### config.mk
export PLATFORM = sky130hd
export DESIGN_NAME = trdb_lifecycle
export DESIGN_NICKNAME = d
export VERILOG_FILES = /design/src/rtl/trdb_pkg.sv /design/src/rtl/trdb_lifecycle.sv
export SDC_FILE = /design/constraint.sdc
export NUM_CORES = 1
export LEC_CHECK = 0
export CAP_MARGIN = 20
export CORE_ASPECT_RATIO = 0.5
export CORE_MARGIN = 5
export CORE_UTILIZATION = 40
export DETAILED_ROUTE_END_ITERATION = 10
export PLACE_DENSITY = 0.68
export REMOVE_ABC_BUFFERS = 1
export SETUP_SLACK_MARGIN = 0.15
export SLEW_MARGIN = 0
export SYNTH_ARGS = -nofsm -noshare
export SYNTH_HDL_FRONTEND = slang
export SYNTH_SLANG_ARGS = --single-unit
### constraint.sdc
create_clock -name clk_i -period 2.4 [get_ports clk_i]
set_input_delay 0.48 -clock clk_i [delete_from_list [all_inputs] [get_ports clk_i]]
set_output_delay 0.48 -clock clk_i [all_outputs]
set_load 0.01 [all_outputs]
### src/rtl/trdb_pkg.sv
// Shared types for the trace encoder: lifecycle FSM states and sync request reasons.
package trdb_pkg;

    typedef enum logic [2:0] {
        LC_IDLE        = 3'd0,
        LC_START_PEND  = 3'd1,
        LC_TRACING     = 3'd2,
        LC_RESYNC_PEND = 3'd3,
        LC_STOP_PEND   = 3'd4
    } lc_state_e;

    typedef enum logic [1:0] {
        REASON_START   = 2'd0,
        REASON_RESYNC  = 2'd1,
        REASON_STOP    = 2'd2,
        REASON_DISABLE = 2'd3
    } lc_reason_e;

    localparam int unsigned RESYNC_W_DEFAULT = 16;

    function automatic logic lc_is_pending(input lc_state_e s);
        return (s == LC_START_PEND) || (s == LC_RESYNC_PEND) || (s == LC_STOP_PEND);
    endfunction

endpackage

### src/rtl/trdb_lifecycle.sv
// Tracing lifecycle controller: turns qualification transitions into start/resync/stop
// sync requests over valid/ready, and counts retired instructions for periodic resync.
module trdb_lifecycle
    import trdb_pkg::*;
#(
    parameter int unsigned RESYNC_W = RESYNC_W_DEFAULT
) (
    input  logic                clk_i,
    input  logic                rst_i,
    input  logic                nc_trace_qualified_i,
    input  logic                trace_enable_i,
    input  logic                inst_valid_i,
    input  logic [RESYNC_W-1:0] resync_max_i,
    output logic                sync_valid_o,
    input  logic                sync_ready_i,
    output logic [1:0]          sync_reason_o,
    output logic                tracing_o,
    output logic [RESYNC_W-1:0] resync_cnt_o
);

    lc_state_e             state_q, state_d;
    lc_reason_e            stop_reason_q, stop_reason_d;
    lc_reason_e            sync_reason_q, sync_reason_d;
    logic                  stop_pend_q, stop_pend_d;
    logic                  sync_valid_q;
    logic                  tracing_q;
    logic [RESYNC_W-1:0]   resync_cnt_q;

    logic                  handshake;
    logic                  resync_hit;
    lc_reason_e            drop_reason;
    logic                  cnt_clear;
    logic                  cnt_inc;

    assign handshake   = sync_valid_q & sync_ready_i;
    // >= so that lowering the threshold below the running count still triggers a resync
    assign resync_hit  = (resync_max_i != '0) && (resync_cnt_q >= resync_max_i);
    assign drop_reason = trace_enable_i ? REASON_STOP : REASON_DISABLE;

    always_comb begin
        state_d       = state_q;
        stop_pend_d   = stop_pend_q;
        stop_reason_d = stop_reason_q;
        sync_reason_d = REASON_START;

        unique case (state_q)
            LC_IDLE: begin
                if (nc_trace_qualified_i) state_d = LC_START_PEND;
            end
            LC_START_PEND: begin
                if (handshake) state_d = LC_TRACING;
            end
            LC_TRACING: begin
                if (!nc_trace_qualified_i) begin
                    state_d       = LC_STOP_PEND;
                    stop_reason_d = drop_reason;
                end else if (resync_hit) begin
                    state_d = LC_RESYNC_PEND;
                end
            end
            LC_RESYNC_PEND: begin
                // A drop here is remembered but must not disturb the in-flight RESYNC payload
                if (!nc_trace_qualified_i && !stop_pend_q) begin
                    stop_pend_d   = 1'b1;
                    stop_reason_d = drop_reason;
                end
                if (handshake) state_d = stop_pend_d ? LC_STOP_PEND : LC_TRACING;
            end
            LC_STOP_PEND: begin
                if (handshake) begin
                    state_d     = LC_IDLE;
                    stop_pend_d = 1'b0;
                end
            end
            default: state_d = LC_IDLE;
        endcase

        unique case (state_d)
            LC_RESYNC_PEND: sync_reason_d = REASON_RESYNC;
            LC_STOP_PEND:   sync_reason_d = stop_reason_d;
            default:        sync_reason_d = REASON_START;
        endcase
    end

    always_ff @(posedge clk_i or posedge rst_i) begin
        if (rst_i) begin
            state_q       <= LC_IDLE;
            stop_pend_q   <= 1'b0;
            stop_reason_q <= REASON_STOP;
            sync_valid_q  <= 1'b0;
            sync_reason_q <= REASON_START;
            tracing_q     <= 1'b0;
        end else begin
            state_q       <= state_d;
            stop_pend_q   <= stop_pend_d;
            stop_reason_q <= stop_reason_d;
            sync_valid_q  <= lc_is_pending(state_d);
            sync_reason_q <= sync_reason_d;
            tracing_q     <= (state_d != LC_IDLE);
        end
    end

    assign cnt_clear = handshake && ((state_q == LC_START_PEND) ||
                       ((state_q == LC_RESYNC_PEND) && (state_d == LC_TRACING)));
    assign cnt_inc   = (state_q == LC_TRACING) && inst_valid_i && (resync_cnt_q < resync_max_i);

    always_ff @(posedge clk_i or posedge rst_i) begin
        if (rst_i) begin
            resync_cnt_q <= '0;
        end else if (cnt_clear) begin
            resync_cnt_q <= '0;
        end else if (cnt_inc) begin
            resync_cnt_q <= resync_cnt_q + RESYNC_W'(1);
        end
    end

    assign sync_valid_o  = sync_valid_q;
    assign sync_reason_o = sync_reason_q;
    assign tracing_o     = tracing_q;
    assign resync_cnt_o  = resync_cnt_q;

endmodule
[Word level (Yosys, flattened, before mapping)]
Index checks and enable logic that the tools add are counted.
W data, S select, Z words.
Word-level totals
  register bits after elaboration: 26
  bits of input ports: 22
  output and inout bits: 20
  logic and storage cells: 56
Cells by class
  add/subtract/negate cells: 1
  $lt $le $gt $ge: 2
  equal/unequal tests: 9
  mux-type cells: 19
  bitwise logic cells: 1
  reduce and logical (&&, ||, !) cells: 17
Operator list (number)
  $mux W16: 2
  $mux W3: 7
  $add A16 B1 Y16 const B: 1
  $ge A16 B16 Y1: 1
  $lt A16 B16 Y1: 1
  $reduce_bool A16 Y1: 1
  $pmux W3 S5: 1
  $eq A3 B2 Y1 const B: 4
  $pmux W2 S2: 2
  $eq A3 B1 Y1 const B: 2
  $eq A3 B3 Y1 const B: 2
  $logic_and A1 B1 Y1: 6
  $mux W1: 4
  $mux W2: 2
  $reduce_bool A2 Y1: 2
  $logic_not A3 Y1: 1
  $logic_or A1 B1 Y1: 3
  $reduce_bool A3 Y1: 1
  $logic_not A1 Y1: 2
  $ne A2 B2 Y1 const B: 1
  $pmux W1 S2: 1
  $reduce_and A2 Y1: 1
  $and A1 B1 Y1: 1

[Logic depth before layout (Yosys ltp)]
Gate-level depths: netlist of run 1.
  depth in word-level cells: 12
  mapped depth: 9
  gate-level depth less buffers: 8

[Worst setup path before layout of run 1]
OpenSTA, ideal clock, no wires.
  path kind: input to register
  start point: in resync_max_i[7]
  end point: reg resync_cnt_q[13] (netlist: resync_cnt_o[13])
  arrival: 2.386 ns
  required time: 2.277 ns
  path slack: -0.109 ns
  stages on the path: 9
  path buffers: 1
  cell sequence: inv_1 > ha_1 > a21oi_2 > o21a_1 > o22ai_2 > or4_1 > buf_2 > or4_4 > mux2i_1
Between the ends
  cells in the longest elaborated chain, start to end: 10
Ends and longest elaborated chain
  from (decl): RTL line trdb_lifecycle.sv:13  | input logic [RESYNC_W-1:0] resync_max_i,
  $ge A16 B16 Y1 / $reduce_bool A16 Y1 (equally long branches): RTL line trdb_lifecycle.sv:37  | assign resync_hit = (resync_max_i != '0) && (resync_cnt_q >= resync_max_i);
  $logic_and A1 B1 Y1: RTL line trdb_lifecycle.sv:37
  $mux W3: RTL line trdb_lifecycle.sv:57  | end else if (resync_hit) begin
  $mux W3: RTL line trdb_lifecycle.sv:54  | if (!nc_trace_qualified_i) begin
  $pmux W3 S5: RTL line trdb_lifecycle.sv:46  | unique case (state_q)
  $eq A3 B2 Y1: RTL line trdb_lifecycle.sv:104  | ((state_q == LC_RESYNC_PEND) && (state_d == LC_TRACING)));
  $logic_and A1 B1 Y1: RTL line trdb_lifecycle.sv:104
  $logic_or A1 B1 Y1: RTL line trdb_lifecycle.sv:103  | assign cnt_clear = handshake && ((state_q == LC_START_PEND) ||
  $logic_and A1 B1 Y1: RTL line trdb_lifecycle.sv:103
  $mux W16 / $reduce_bool A2 Y1 (equally long branches)
  to (signal assigned): RTL line trdb_lifecycle.sv:113  | resync_cnt_q <= resync_cnt_q + RESYNC_W'(1);
  to (decl): RTL line trdb_lifecycle.sv:27  | logic [RESYNC_W-1:0] resync_cnt_q;
Parallel ways exist; a longest one is shown, timed or not.
A chain may end at the register's enable or synchronous reset.

[Worst setup path in the final report of run 1]
  start point: in resync_max_i[10]
  end point: reg resync_cnt_q[15] (netlist: resync_cnt_o[15])
Same word-level chain as after synthesis.

==> results of run 1 <==
cell families after synthesis:
kind of cell,count (synthesis)
simple gates,87
compound gates,40
buf+inv,28
flops,26
fa+ha+maj,17
mux,7
xor+xnor,3
layout make-up:
type	count	area share
sequential	26	0.227
multi-input combinational	154	0.461
inverter	21	0.0274
tap	57	0.0248
clock buffer	4	0.0192
timing repair buffer	80	0.241
cell usage after synthesis (all sizes together):
cell type	n
a22oi	2
a211oi	2
o22ai	1
nand2	25
dfrtp	25
buf	5
xnor2	3
o211ai	1
nor4	6
a31o	4
a32oi	1
clkbuf	2
inv	21
mux2i	7
and4	1
or3	3
o21ai	7
nand4	6
nor2	15
nor3b	2
dfstp	1
nand4b	1
nor3	2
and2	4
o21a	2
nand3	9
and3	4
a31oi	1
a21oi	14
o31ai	4
ha	17
or4	5
o2111ai	1
nor2b	1
nand2b	3
registers in the layout, summed over array words and instances, names as in the netlist:
signal / count
sync_valid_o: 1
sync_reason_o: 2
stop_pend_q: 1
stop_reason_q: 2
state_q: 3
tracing_o: 1
resync_cnt_o: 16
worst paths after layout:
check,from,endpoint,cells past startpoint
max,resync_max_i[10],resync_cnt_o[15],10
min,stop_reason_q[0],stop_reason_q[0],2
max reg2reg,resync_cnt_o[5],resync_cnt_o[15],8
min reg2reg,stop_reason_q[0],stop_reason_q[0],2
max in group asynchronous,rst_i,stop_reason_q[1],3
min in group asynchronous,rst_i,resync_cnt_o[12],3
report_power, final:
part	total (mW)	switching (mW)	internal, mW
Combinational	0.763	0.382	0.381
Clock	0.279	0.133	0.147
Sequential	0.584	0.0495	0.535
Total	1.63	0.564	1.06
tightest hold or removal path: stages (launching register included):
cell and delay [ns]:
dfrtp_1 0.33, nand2_1 0.04, o21ai_0 0.10
per-layer routing:
layer / vias to the layer above / routed length, µm / global-route usage
met1: 876 / 2450 / 0.241
met3: 4 / 349 / 0.0328
met5: - / 0 / 0
met4: 0 / 49 / 0.0255
li1: 898 / - / -
met2: 49 / 2580 / 0.296
through the flow:
| step | worst slack (ns) | hold slack [ns] | util |
|---|---|---|---|
| 2_1_floorplan | -0.333 | 0.459 | - |
| 3_3_place_gp | -0.765 | 0.493 | 0.569 |
| 3_5_place_dp | -0.815 | 0.496 | 0.569 |
| 4_1_cts | -0.0433 | 0.512 | 0.632 |
| 5_1_grt | -0.120 | 0.528 | 0.659 |
| 6_report | -0.0856 | 0.512 | 0.659 |
timing repair:
action                     in CTS  in global routing
setup buffers                   4                  3
pin swaps                      26                 20
setup endpoints to repair      19                 17
resized for setup              59                 27
gates cloned                    0                  0
==> metrics.yaml, run 1 <==
cells_and_area:
  num_antenna_cells: 0
  multi_input_area_um2: 1320
  layout_commonest_cell: "buf_4"
  layoutNonFillerInstCount: 342
  drive_gt1_frac: 0.365
  nets: 325
  area_growth_pct: 60.3
  layout_common_cells: "buf_4 (35), clkdlybuf4s50_1 (25), dfrtp_1 (25), nand2_1 (24), nor2_1 (14)"
  final_area_um2: 2870
  seqCellArea_um2: 652
  num-fill-cells: 321
power_and_ir_drop:
  p_total_mw: 1.63
  leakage_nw: 1.27
  cellPowerDensity_nw_per_um2: 566
  peakVddDrop_mv: 0.370
synth:
  synthMuxAreaShare: 0.0391
  synthAdderAreaFrac: 0.119
  ys_seq_elements: 26
  yosysWarnings: 0
  synthTopCellsByArea: "dfrtp_1 (35%), ha_1 (12%), nand2_1 (5.2%)"
  synth_top_cell_by_area: "dfrtp_1"
  syn_area_um2: 1790
  synthSimpleGateAreaFrac: 0.253
  synth_cells: 208
  synth_compound_area_frac: 0.149
  seq_area_frac_synth: 0.364
  synth.avg_cell_area_um2: 8.61
  synth_xor_area_frac: 0.0147
  ys_types: 39
  synth_top_area_frac: 0.349
  synth_top_family_by_area: "simple AND/OR/NAND/NOR gates"
clocking:
  worst_skew_pair.late_latency_ns: 0.27
  cts_hold_buf: 0
  h-tree-depth: 1
  clk_path_buf_depth: 2
  cts_tree: "done"
  clock-sinks: 26
  clkTransAtPathRegs_ns: 0.09
  cts_root_buf: "clkbuf_8"
  numCtsBuffers: 3
detailed_routing:
  first_pass_iters: 4
  drtAntennaViolNets: 0
  drc: 0
  drtIter0Drc: 57
  viasPerCell: 5.34
  vias: 1827
  wl_um: 5430
  wl_per_cell_um: 15.9
sta:
  grt_setup_unrepaired: "yes"
  period_needed_ns: 2.49
  fmax_mhz: 402
  setup_tns_ns: -0.209
  timing.final.crit_share: 1.04
  hold_violations: 0
  fin_worst_skew_ns: 0.00270
  slew_headroom: 0.688
  finalSetupViolations: 5
  slew_viol_final: 0
  tightest_slew_ns: 0.465
  fin_ws_ns: -0.0856
placed_design:
  dp_cells: 331
  placed_area_um2: 2480
  io_buffers: 41
  place.gp.congestion: 0.810
  dp_hpwl_um: 3930
worst_setup_path:
  cp.arrival_ns: 2.69
  rrSetupSlack_ns: -0.06
  crit_top_cell: "or4_4"
  path_cells: "dlygate4sd2_1 -> inv_1 -> ha_1 -> nand2_2 -> or3_4 -> a211oi_2 -> buf_4 -> or4_4 -> or4_4 -> a21oi_2"
  crit_type: "input pin to flop"
  critPathRequiredTime_ns: 2.60
  crit_family: "simple AND/OR/NAND/NOR gates"
  cp_slowest_cell: "or4_4"
  worstSetupEndpointType: "flop"
  worstSetupStartpointType: "input pin"
  crit_buf_inv: 3
  slowest_delay_ns: 0.57
  crit_fanout: 8
floorplan:
  core_um2: 4360
  initial_core_util: 0.411
  rows: 17
  chipHeight_um: 57.3
  die_area_um2: 6000
  die_x_um: 105
  ios: 42
global_route:
  antenna_found_initial: 0
  grt_pass1_wl_um: 8630
  grt_max_degree: 27
  grt.overflow.total: 0
  grt_pass1_vias: 1780
  gr-usage-all-layers: 0.175
run_status:
  violations: "negative setup slack"
  status: "finished with violations"
run:
  drv_cap: 0
hold_path:
  worstHoldPathType: "flop to flop"
Power figures use the tool's default switching activity.
==> run 2, diff against run 1 <==
--- a/config.mk
+++ b/config.mk
@@ -13,6 +13,7 @@
 export PLACE_DENSITY = 0.68
 export REMOVE_ABC_BUFFERS = 1
 export SETUP_SLACK_MARGIN = 0.15
+export SKIP_CTS_REPAIR_TIMING = 1
 export SLEW_MARGIN = 0
 export SYNTH_ARGS = -nofsm -noshare
 export SYNTH_HDL_FRONTEND = slang
==> metrics.yaml, run 2 (same netlist as run 1, synthesis figures left out) <==
worst_setup_path:
  worstSetupEndpointType: "flop"
  critPathRequiredTime_ns: 2.60  # about the same
  worstSetupStartpointType: "flop"
  slowest_delay_ns: 0.56  # about the same
  path_cells: "ha_1 -> nand4_1 -> or3_4 -> a211oi_2 -> buf_4 -> or4_4 -> or4_4 -> a21oi_2"
  crit_fanout: 8  # unchanged
  crit_type: "flop to flop"
  cp.arrival_ns: 2.58  # -0.11 ns
  crit_top_cell: "or4_4"
  cp_slowest_cell: "or4_4"
cells_and_area:
  multi_input_area_um2: 1280  # -2.9%
  area_growth_pct: 60.4  # about the same
  drive_gt1_frac: 0.323  # -0.0422
  num_antenna_cells: 0  # unchanged
  num-fill-cells: 323  # +0.62%
  nets: 322  # -0.92%
  seqCellArea_um2: 652  # unchanged
  layout_commonest_cell: "buf_4"
  layout_common_cells: "buf_4 (33), clkdlybuf4s50_1 (25), dfrtp_1 (25), nand2_1 (23), dlymetal6s2s_1 (16)"
  final_area_um2: 2870  # about the same
  largest_reg_flops: 16  # unchanged
  layoutNonFillerInstCount: 339  # -0.88%
floorplan:
  die_area_um2: 6000  # unchanged
  chipHeight_um: 57.3  # unchanged
  core_um2: 4360  # unchanged
  ios: 42  # unchanged
  rows: 17  # unchanged
  die_x_um: 105  # unchanged
  initial_core_util: 0.411  # unchanged
sta:
  slew_viol_final: 0  # unchanged
  timing.final.crit_share: 0.992  # -0.0432
  slew_headroom: 0.687  # -0.000796
  grt_setup_unrepaired: "yes"
  finalSetupViolations: 0  # -5
  fin_worst_skew_ns: 0.00505  # +0.00235 ns
  tightest_slew_ns: 0.466  # +0.00118 ns
  hold_violations: 0  # unchanged
  setup_tns_ns: 0  # +0.209 ns
  fmax_mhz: 420  # +4.4%
  period_needed_ns: 2.38  # -0.104 ns
power_and_ir_drop:
  p_int_mw: 1.04  # -2.1%
  switching_share: 0.347  # about the same
  peakVddDrop_mv: 0.368  # -0.53%
  clkPwrFrac: 0.173  # about the same
  power.switching_mw: 0.553  # -2.0%
  cellPowerDensity_nw_per_um2: 554  # -2.1%
  p_total_mw: 1.59  # -2.0%
  leakage_nw: 1.38  # +8.5%
  seq_power_share: 0.367  # +0.008
  comb_power_share: 0.460  # -0.009
run_status:
  status: "complete, no violations"
clocking:
  h-tree-depth: 1  # unchanged
  worst_skew_pair.late_latency_ns: 0.27  # about the same
  clkTransAtPathRegs_ns: 0.09  # about the same
  clk_path_buf_depth: 2  # unchanged
  clock-sinks: 26  # unchanged
  cts_tree: "done"
  numCtsBuffers: 3  # unchanged
  cts_root_buf: "clkbuf_8"
detailed_routing:
  wl_um: 5260  # -3.1%
  drc: 0  # unchanged
  drtIter0Drc: 141  # +150%
  vias: 1824  # -0.16%
  drtAntennaViolNets: 0  # unchanged
  wl_per_cell_um: 15.5  # -2.2%
  first_pass_iters: 4  # unchanged
  viasPerCell: 5.38  # +0.72%
run:
  drv_cap: 0  # unchanged
global_route:
  grt.overflow.total: 0  # unchanged
  grt_max_degree: 27  # unchanged
  grt_pass1_vias: 1660  # -6.7%
  antenna_found_initial: 0  # unchanged
  grt_pass1_wl_um: 8020  # -7.1%
  gr-usage-all-layers: 0.161  # -0.0134
hold_path:
  worstHoldPathType: "flop to flop"
placed_design:
  placed_area_um2: 2480  # unchanged
  dp_hpwl_um: 3930  # unchanged
  io_buffers: 41  # unchanged
  place.gp.congestion: 0.810  # unchanged
  dp_cells: 331  # unchanged
run 2: final timing paths:
path                                  start          endpoint  slack, ns  depth (start not counted)
setup / recovery           resync_cnt_o[12]  resync_cnt_o[15]       0.02                          8
hold / removal             stop_reason_q[0]  stop_reason_q[0]       0.51                          2
setup reg to reg           resync_cnt_o[12]  resync_cnt_o[15]       0.02                          8
hold reg to reg            stop_reason_q[0]  stop_reason_q[0]       0.51                          2
max in group asynchronous             rst_i  stop_reason_q[1]       1.54                          3
min in group asynchronous             rst_i  resync_cnt_o[12]       0.56                          3
run 2: area by class of cell:
type | count | share of cell area
Inverter | 21 | 0.0274
Sequential cell | 26 | 0.227
Multi-Input combinational cell | 154 | 0.447
Clock buffer | 4 | 0.0192
Tap cell | 57 | 0.0248
Timing Repair Buffer | 77 | 0.255
run 2: per-stage QoR:
| step | hold WS (ns) | setup WS [ns] | utilization |
|---|---|---|---|
| 6_report | 0.511 | 0.0181 | 0.659 |
| 5_1_grt | 0.528 | -0.0588 | 0.659 |
| 4_1_cts | 0.512 | -0.535 | 0.582 |
| 3_5_place_dp | 0.496 | -0.815 | 0.569 |
| 3_3_place_gp | 0.493 | -0.765 | 0.569 |
| 2_1_floorplan | 0.459 | -0.333 | - |
run 2: power groups by stage:
stage	clock [mW]	combinational (mW)	sequential, mW
final	0.276	0.732	0.585
after global routing	0.300	0.810	0.594
after CTS	0.284	0.682	0.581
after detailed placement	0	0.676	0.590
after global placement	0	0.665	0.588
after floorplan	0	0.281	0.650
run 2: worst max-delay path, delay by kind of cell (launching register included):
kind,cells,cell delay (ns)
AND/OR/NAND/NOR,4,1.30
flip-flops,1,0.42
adder cells (fa/ha/maj),1,0.29
AO/OA/AOI/OAI,2,0.16
buffers and inverters,1,0.14
run 2: layer usage:
layer / share of wire / global-route usage / vias up
met5: 0 / 0 / -
met4: 0.0051 / 0.0273 / 0
met3: 0.038 / 0.0316 / 2
met2: 0.47 / 0.258 / 42
met1: 0.49 / 0.232 / 885
li1: - / - / 895
